==> src/rtl/fetch_stage_pkg.sv <==
`default_nettype none
// ============================================================================
// Module      : fetch_stage_pkg
// Description : Shared pipeline definitions for the fetch stage: one-hot state
//               codes, instruction size and PC alignment helper.
// Revision    : 1.0 - initial release
// ============================================================================
package fetch_stage_pkg;

    localparam int unsigned c_ADDR_W = 32;

    localparam logic [3:0] c_ST_IDLE      = 4'b0001;
    localparam logic [3:0] c_ST_WAIT_MEM  = 4'b0010;
    localparam logic [3:0] c_ST_WAIT_SEND = 4'b0100;
    localparam logic [3:0] c_ST_FLUSH_MEM = 4'b1000;

    typedef enum logic [3:0] {
        ST_IDLE      = c_ST_IDLE,
        ST_WAIT_MEM  = c_ST_WAIT_MEM,
        ST_WAIT_SEND = c_ST_WAIT_SEND,
        ST_FLUSH_MEM = c_ST_FLUSH_MEM
    } fetch_state_t;

    localparam int unsigned c_INSTR_BYTES = 4;

    function automatic logic [c_ADDR_W-1:0] align_pc(input logic [c_ADDR_W-1:0] addr);
        return {addr[c_ADDR_W-1:2], 2'b00};
    endfunction

endpackage
`default_nettype wire

==> src/rtl/fetch_stage.sv <==
`default_nettype none
// ============================================================================
// Module      : fetch_stage
// Description : RV32I multicycle fetch stage. Owns the PC, issues one
//               instruction read at a time and hands the word to decode.
// Revision    : 1.0 - initial release
// ============================================================================
module fetch_stage
    import fetch_stage_pkg::*;
#(
    parameter int unsigned                 XLEN           = 32,
    parameter int unsigned                 READ_ADDR_SIZE = 32,
    parameter logic [READ_ADDR_SIZE-1:0]   START_PC       = '0
)(
    input  logic                      clk,
    input  logic                      rst,
    input  logic                      startSig,
    input  logic                      nextPipReadyToRcv,
    input  logic                      misPredict,
    input  logic [READ_ADDR_SIZE-1:0] reqPc,
    input  logic                      mem_readFin,
    input  logic [XLEN-1:0]           mem_readData,
    output logic                      mem_readEn,
    output logic [READ_ADDR_SIZE-1:0] mem_readAddr,
    output logic [XLEN-1:0]           fetch_instr,
    output logic [READ_ADDR_SIZE-1:0] fetch_pc,
    output logic [READ_ADDR_SIZE-1:0] fetch_nextPc,
    output logic                      curPipReadyToSend
);

    fetch_state_t              r_state;
    fetch_state_t              w_state_nxt;
    logic [READ_ADDR_SIZE-1:0] r_pc;
    logic [READ_ADDR_SIZE-1:0] w_pc_nxt;
    logic [READ_ADDR_SIZE-1:0] r_redirect_pc;
    logic [READ_ADDR_SIZE-1:0] w_redirect_nxt;
    logic [XLEN-1:0]           r_instr;
    logic [XLEN-1:0]           w_instr_nxt;
    logic [READ_ADDR_SIZE-1:0] w_pc_plus4;
    logic [READ_ADDR_SIZE-1:0] w_req_aligned;
    logic                      w_read_en;
    logic                      w_send;

    assign w_pc_plus4    = r_pc + READ_ADDR_SIZE'(c_INSTR_BYTES);
    assign w_req_aligned = align_pc(reqPc);

    always_ff @(posedge clk) begin
        if (rst) begin
            r_state       <= ST_IDLE;
            r_pc          <= START_PC;
            r_redirect_pc <= '0;
            r_instr       <= '0;
        end else begin
            r_state       <= w_state_nxt;
            r_pc          <= w_pc_nxt;
            r_redirect_pc <= w_redirect_nxt;
            r_instr       <= w_instr_nxt;
        end
    end

    always_comb begin
        w_state_nxt    = r_state;
        w_pc_nxt       = r_pc;
        w_redirect_nxt = r_redirect_pc;
        w_instr_nxt    = r_instr;
        w_read_en      = 1'b0;
        w_send         = 1'b0;

        case (r_state)
            ST_IDLE: begin
                if (startSig) begin
                    w_pc_nxt    = START_PC;
                    w_state_nxt = ST_WAIT_MEM;
                end
            end

            ST_WAIT_MEM: begin
                w_read_en = 1'b1;
                if (mem_readFin && !misPredict) begin
                    w_instr_nxt = mem_readData;
                    w_state_nxt = ST_WAIT_SEND;
                end else if (mem_readFin && misPredict) begin
                    w_pc_nxt = w_req_aligned;
                end else if (misPredict) begin
                    w_redirect_nxt = w_req_aligned;
                    w_state_nxt    = ST_FLUSH_MEM;
                end
            end

            // The in-flight read keeps its original address until it returns;
            // its data is discarded and the latest redirect target is used.
            ST_FLUSH_MEM: begin
                w_read_en = 1'b1;
                if (mem_readFin) begin
                    w_pc_nxt    = misPredict ? w_req_aligned : r_redirect_pc;
                    w_state_nxt = ST_WAIT_MEM;
                end else if (misPredict) begin
                    w_redirect_nxt = w_req_aligned;
                end
            end

            ST_WAIT_SEND: begin
                w_send = !misPredict;
                if (misPredict) begin
                    w_pc_nxt    = w_req_aligned;
                    w_state_nxt = ST_WAIT_MEM;
                end else if (nextPipReadyToRcv) begin
                    w_pc_nxt    = w_pc_plus4;
                    w_state_nxt = ST_WAIT_MEM;
                end
            end

            default: begin
                w_state_nxt = ST_IDLE;
            end
        endcase
    end

    assign mem_readEn        = w_read_en;
    assign mem_readAddr      = r_pc;
    assign curPipReadyToSend = w_send;
    assign fetch_pc          = r_pc;
    assign fetch_nextPc      = w_pc_plus4;
    assign fetch_instr       = r_instr;

endmodule
`default_nettype wire

==> config.mk <==
export PLATFORM = sky130hd
export DESIGN_NAME = fetch_stage
export DESIGN_NICKNAME = d
export VERILOG_FILES = /design/src/rtl/fetch_stage_pkg.sv /design/src/rtl/fetch_stage.sv
export SDC_FILE = /design/constraint.sdc
export NUM_CORES = 1
export LEC_CHECK = 0
export BUFFER_PORTS_ARGS = -buffer_cell sky130_fd_sc_hd__buf_2
export CORE_UTILIZATION = 29
export DETAILED_ROUTE_END_ITERATION = 7
export PLACE_DENSITY_LB_ADDON = 0.3
export SLEW_MARGIN = 5
export SYNTH_ARGS = -nofsm -noshare
export SYNTH_HDL_FRONTEND = slang
export SYNTH_SLANG_ARGS = --single-unit
==> constraint.sdc <==
create_clock -name clk -period 3.85 [get_ports clk]
set_input_delay 0.77 -clock clk [delete_from_list [all_inputs] [get_ports clk]]
set_output_delay 0.77 -clock clk [all_outputs]
set_load 0.01 [all_outputs]
## After elaboration in Yosys (flattened, before gate mapping)

Index checks and enable logic that the tools add are counted.

- Bits in registers: 100
- Bits in latches: 0
- Bits in writable memories: 0
- Bits in read-only memories: 0
- Output and inout port bits: 130
- Logic and storage cells: 50
- Memories: 0

- Add/subtract/negate cells: 1
- Multiply operators: 0
- Divide/modulo/power cells: 0
- $lt $le $gt $ge: 0
- Equal/unequal tests: 13
- Shifts and indexed selects: 0
- Mux-type cells: 22
- Bitwise gates (word level): 0
- Reductions and logical operators: 10

Operators by type and width:

| kind | count |
|---|---|
| 2-to-1 mux 32 bit | 10 |
| case mux 32 bit (4 select lines) | 1 |
| case mux 32 bit (2 select lines) | 1 |
| adder 32 x 3 -> 32 bit, second input constant | 1 |
| 2-to-1 mux 4 bit | 7 |
| case mux 4 bit (4 select lines) | 1 |
| != test 2 bit, second input constant | 6 |
| != test 3 bit, second input constant | 3 |
| AND reduction 6 bit | 1 |
| AND reduction 5 bit | 1 |
| == test 4 x 1 -> 1 bit, second input constant | 1 |
| == test 4 x 2 -> 1 bit, second input constant | 1 |
| == test 4 x 3 -> 1 bit, second input constant | 1 |
| == test 4 bit, second input constant | 1 |
| AND reduction 4 bit | 1 |
| nonzero test 4 bit | 1 |
| logical AND 1 bit | 2 |
| 2-to-1 mux 1 bit | 2 |
| AND reduction 2 bit | 1 |
| nonzero test 2 bit | 1 |
| OR reduction 2 bit | 1 |
| logical NOT 1 bit | 1 |

## Logic depth before layout (Yosys ltp)

- Word-level depth: 4
- Gate-level depth with buffers: 8

## Least setup slack after synthesis

No wires, ideal clock.

- Kind: register to output
- Start point: reg r_pc[10], in the netlist fetch_pc[10]
- End point: out fetch_nextPc[30]
- Arrival time: 1.731 ns
- Slack: 1.349 ns
- Cell stages (with the launch flop): 6
- Path through: dfxtp_1 -> buf_2 -> nand3_1 -> or3_1 -> nor4_2 -> xor2_1

- Longest elaborated chain between the ends: 1

Ends and longest elaborated chain:

| element | RTL line | source |
|---|---|---|
| start, declared | fetch_stage.sv:33 | `logic [READ_ADDR_SIZE-1:0] r_pc;` |
| start signal, assigned | fetch_stage.sv:55 | `r_pc <= w_pc_nxt;` |
| adder 32 x 3 -> 32 bit | fetch_stage.sv:44 | `assign w_pc_plus4 = r_pc + READ_ADDR_SIZE'(c_INSTR_BYTES);` |
| end, declared | fetch_stage.sv:27 | `output logic [READ_ADDR_SIZE-1:0] fetch_nextPc,` |

Every way passes these cells.

## Worst setup path after layout

- Start point: reg r_pc[4], in the netlist fetch_pc[4]
- End point: out fetch_nextPc[19]

Same word-level chain as after synthesis.

==> flow_summary.yaml <==
outcome:
  status: "finished clean"
clocking:
  h-tree-depth: 3
  numCtsBuffers: 9
  cts_buffer_depth: 2
  worstSkewPairLatency_ns: 0.35
  post_cts_buffers: 0
  clkSinkCount: 100
  cts.clk_slew.worst_paths_ns: 0.07
  hold_buffers: 0
  cts_tree: "yes"
  root_buffer: "clkbuf_16"
  cts_resized: 0
drt:
  antenna_left: 0
  routed_wl_um: 16800
  avgRoutedWirePerCell_um: 16.1
  initialDrtViolationCount: 430
  dr.pass1.iters: 6
  avgViaCountPerCell: 5.15
  via_count: 5371
  drc: 0
power_and_ir_drop:
  powerDensity_mw_per_mm2: 334
  ir_drop_mv: 0.211
  p_int_mw: 1.64
  leakage_nw: 2.74
  switching_share_pct: 23.7
  p_switching_uw: 511
  power.share.clock_pct: 43.5
  pwr-share-comb_pct: 7.6
  pwr-share-seq_pct: 48.9
grt:
  grt.overflow.total: 0
  grtUsageMet3_pct: 5.59
  grt.busiest_layer: "met2"
  antenna_found_initial: 2
  first_global_vias: 4808
  use_met2_pct: 27.9
  grt_max_degree: 70
  grtUsageMet1_pct: 23.4
  grtUsageTotal_pct: 17.8
  grt_pass1_wl_um: 25700
synthesis:
  synth_area_mm2: 0.00530
  synthCells: 681
  async_flop_share_pct: 0
  synth_edf_count: 0
  synth_cell_types: 56
  yosysSeqAreaShare_pct: 37.8
  synth_fp_nets: 753
  syn_avg_cell_area_um2: 7.78
  synthFlopType: "dfxtp_1"
  ys_warn_count: 0
  synth-seq-cells: 100
placement:
  dp_cells: 1027
  hpwl_um: 11700
  numPortBuffers: 197
  place_congestion: 0.858
timing:
  setup_violations: 0
  worst_slew_pin_slew_ns: 0.811
  drv_slew: 0
  fin_crit_sh_pct: 83.0
  rsz0062_at_grt: "false"
  finalCriticalPeriod_ns: 3.19
  slew_headroom_pct: 45.9
  fin_setup_tns_ns: 0
  fmax_mhz: 313
  clock_skew_ns: 0.0103
  hold_violations: 0
final_layout:
  drive_above_1_share_pct: 28.7
  seqCellArea_mm2: 0.00200
  fin_cells: 1042
  final_common_cell: "buf_2"
  layout_common_cells: "197 x buf_2, 144 x nand2_1, 100 x dfxtp_1, 79 x a21oi_1"
  n_fill_cell: 1921
  syn_to_final_growth_pct: 21.8
  multi_input_area_mm2: 0.00274
  nNetsFinal: 881
setup_path:
  critPathArrivalTime_ns: 2.42
  crit_slowest_cell: "dfxtp_1"
  crit_buf_inv: 2
  crit_chain: "nand4_2 -> nor2_1 -> buf_4 -> nand3_1 -> xnor2_1 -> buf_2"
  end_kind: "primary output"
  path_class: "reg -> out"
  worstPathMaxFanout: 10
  max_stage_delay_ns: 0.54
  cp.required_ns: 3.08
  startpoint_type: "register"
  crit_family: "simple AND/OR/NAND/NOR gates"
floorplan:
  die_area_mm2: 0.0188
  initial_utilization_pct: 29.6
  rows: 49
  coreArea_mm2: 0.0179
  io_pins: 200
  dieHeight_um: 137
  die_w_um: 137
flow_run:
  maxCapViolations: 0
worst_hold_path:
  min_path_type: "reg -> reg"
[worst paths after layout]
kind / cells past startpoint / slack, ns / startpoint / end
max: 6 / 0.66 / fetch_pc[4]$_SDFFE_PP0P_ / fetch_nextPc[19]
max reg2reg: 6 / 1.48 / r_state[1]$_SDFFE_PP0P_ / r_redirect_pc[23]$_SDFFE_PP0P_
min: 2 / 0.45 / fetch_instr[0]$_SDFFE_PP0P_ / fetch_instr[0]$_SDFFE_PP0P_
min reg2reg: 2 / 0.45 / fetch_instr[0]$_SDFFE_PP0P_ / fetch_instr[0]$_SDFFE_PP0P_
[area by class of cell]
type | count | share of cell area (%)
Multi-Input combinational cell | 474 | 42.4
Sequential cell | 100 | 31.0
Timing Repair Buffer | 207 | 16.5
Tap cell | 229 | 4.44
Clock buffer | 11 | 3.92
Inverter | 17 | 0.989
Clock inverter | 3 | 0.718
Antenna cell | 1 | 0.0388
[Yosys cell counts, drive strengths merged (4+ instances only)]
cell type  count  area share [%]
a222oi        11             2.1
inv           17             1.2
a21oi         79             7.5
nor2          22             1.6
nand4         14             1.9
clkbuf        33             2.4
a22o           5            0.83
o2bb2ai        5            0.83
o21ai         29             2.7
nor4b          4             1.2
nand3         22             2.1
xnor2         21             3.5
dfxtp        100              38
a31oi          8            0.95
o31a          10             1.7
nor4           7             1.2
nor3           5            0.57
xor2          10             1.7
nand2        144              10
and3          13             1.5
o22ai          8            0.95
a22oi         12             1.7
and4           4            0.66
buf           57             7.0
[through the flow]
step,hold WS [ns],setup WS (ns),cell area [um2],utilization (%),power [mW]
2_1_floorplan,0.434,1.35,5300,-,1.17
3_3_place_gp,0.436,1.07,6150,34.3,1.24
3_5_place_dp,0.440,1.07,6150,34.3,1.24
4_1_cts,0.452,0.669,6450,36.0,2.19
5_1_grt,0.475,0.459,6450,36.0,2.24
6_report,0.448,0.656,6450,36.0,2.15
[sequential cells by signal (all words and copies together) (netlist names)]
register / count
r_state: 4
fetch_pc: 32
fetch_instr: 32
r_redirect_pc: 32
[metal layers]
layer  up-vias  wire, um
li1       2625         -
met1      2495      7690
met2       232      7570
met3        17      1340
met4         2       203
met5         -        11
[power by group through the flow]
| stage | clock [mW] | sequential (mW) | combinational (mW) |
|---|---|---|---|
| final | 0.936 | 1.05 | 0.164 |
| after global routing | 0.999 | 1.05 | 0.184 |
| after CTS | 0.974 | 1.05 | 0.165 |
| after detailed placement | 0 | 1.08 | 0.164 |
| after global placement | 0 | 1.08 | 0.164 |
| after floorplan | 0 | 1.07 | 0.0985 |
[cell families (layout without fill, tap and decap cells)]
logic type / after synthesis / count (layout) / synth area share [%]
xor gates and xnor gates: 31 / 31 / 5.13
buffers and inverters: 107 / 238 / 10.6
muxes: 1 / 1 / 0.213
and+or+nand+nor: 250 / 250 / 22.9
DFF: 100 / 100 / 37.8
AOI/OAI and AO/OA: 190 / 190 / 22.9
other: 0 / 1 / 0
adders and majority gates: 2 / 2 / 0.473
[worst min-delay path, delay by kind of cell, from the launching register on]
family	cells	cell delay, ns
compound gates	1	0.05
flops	1	0.31
simple gates	1	0.05
(Power assumes the default switching activity.)
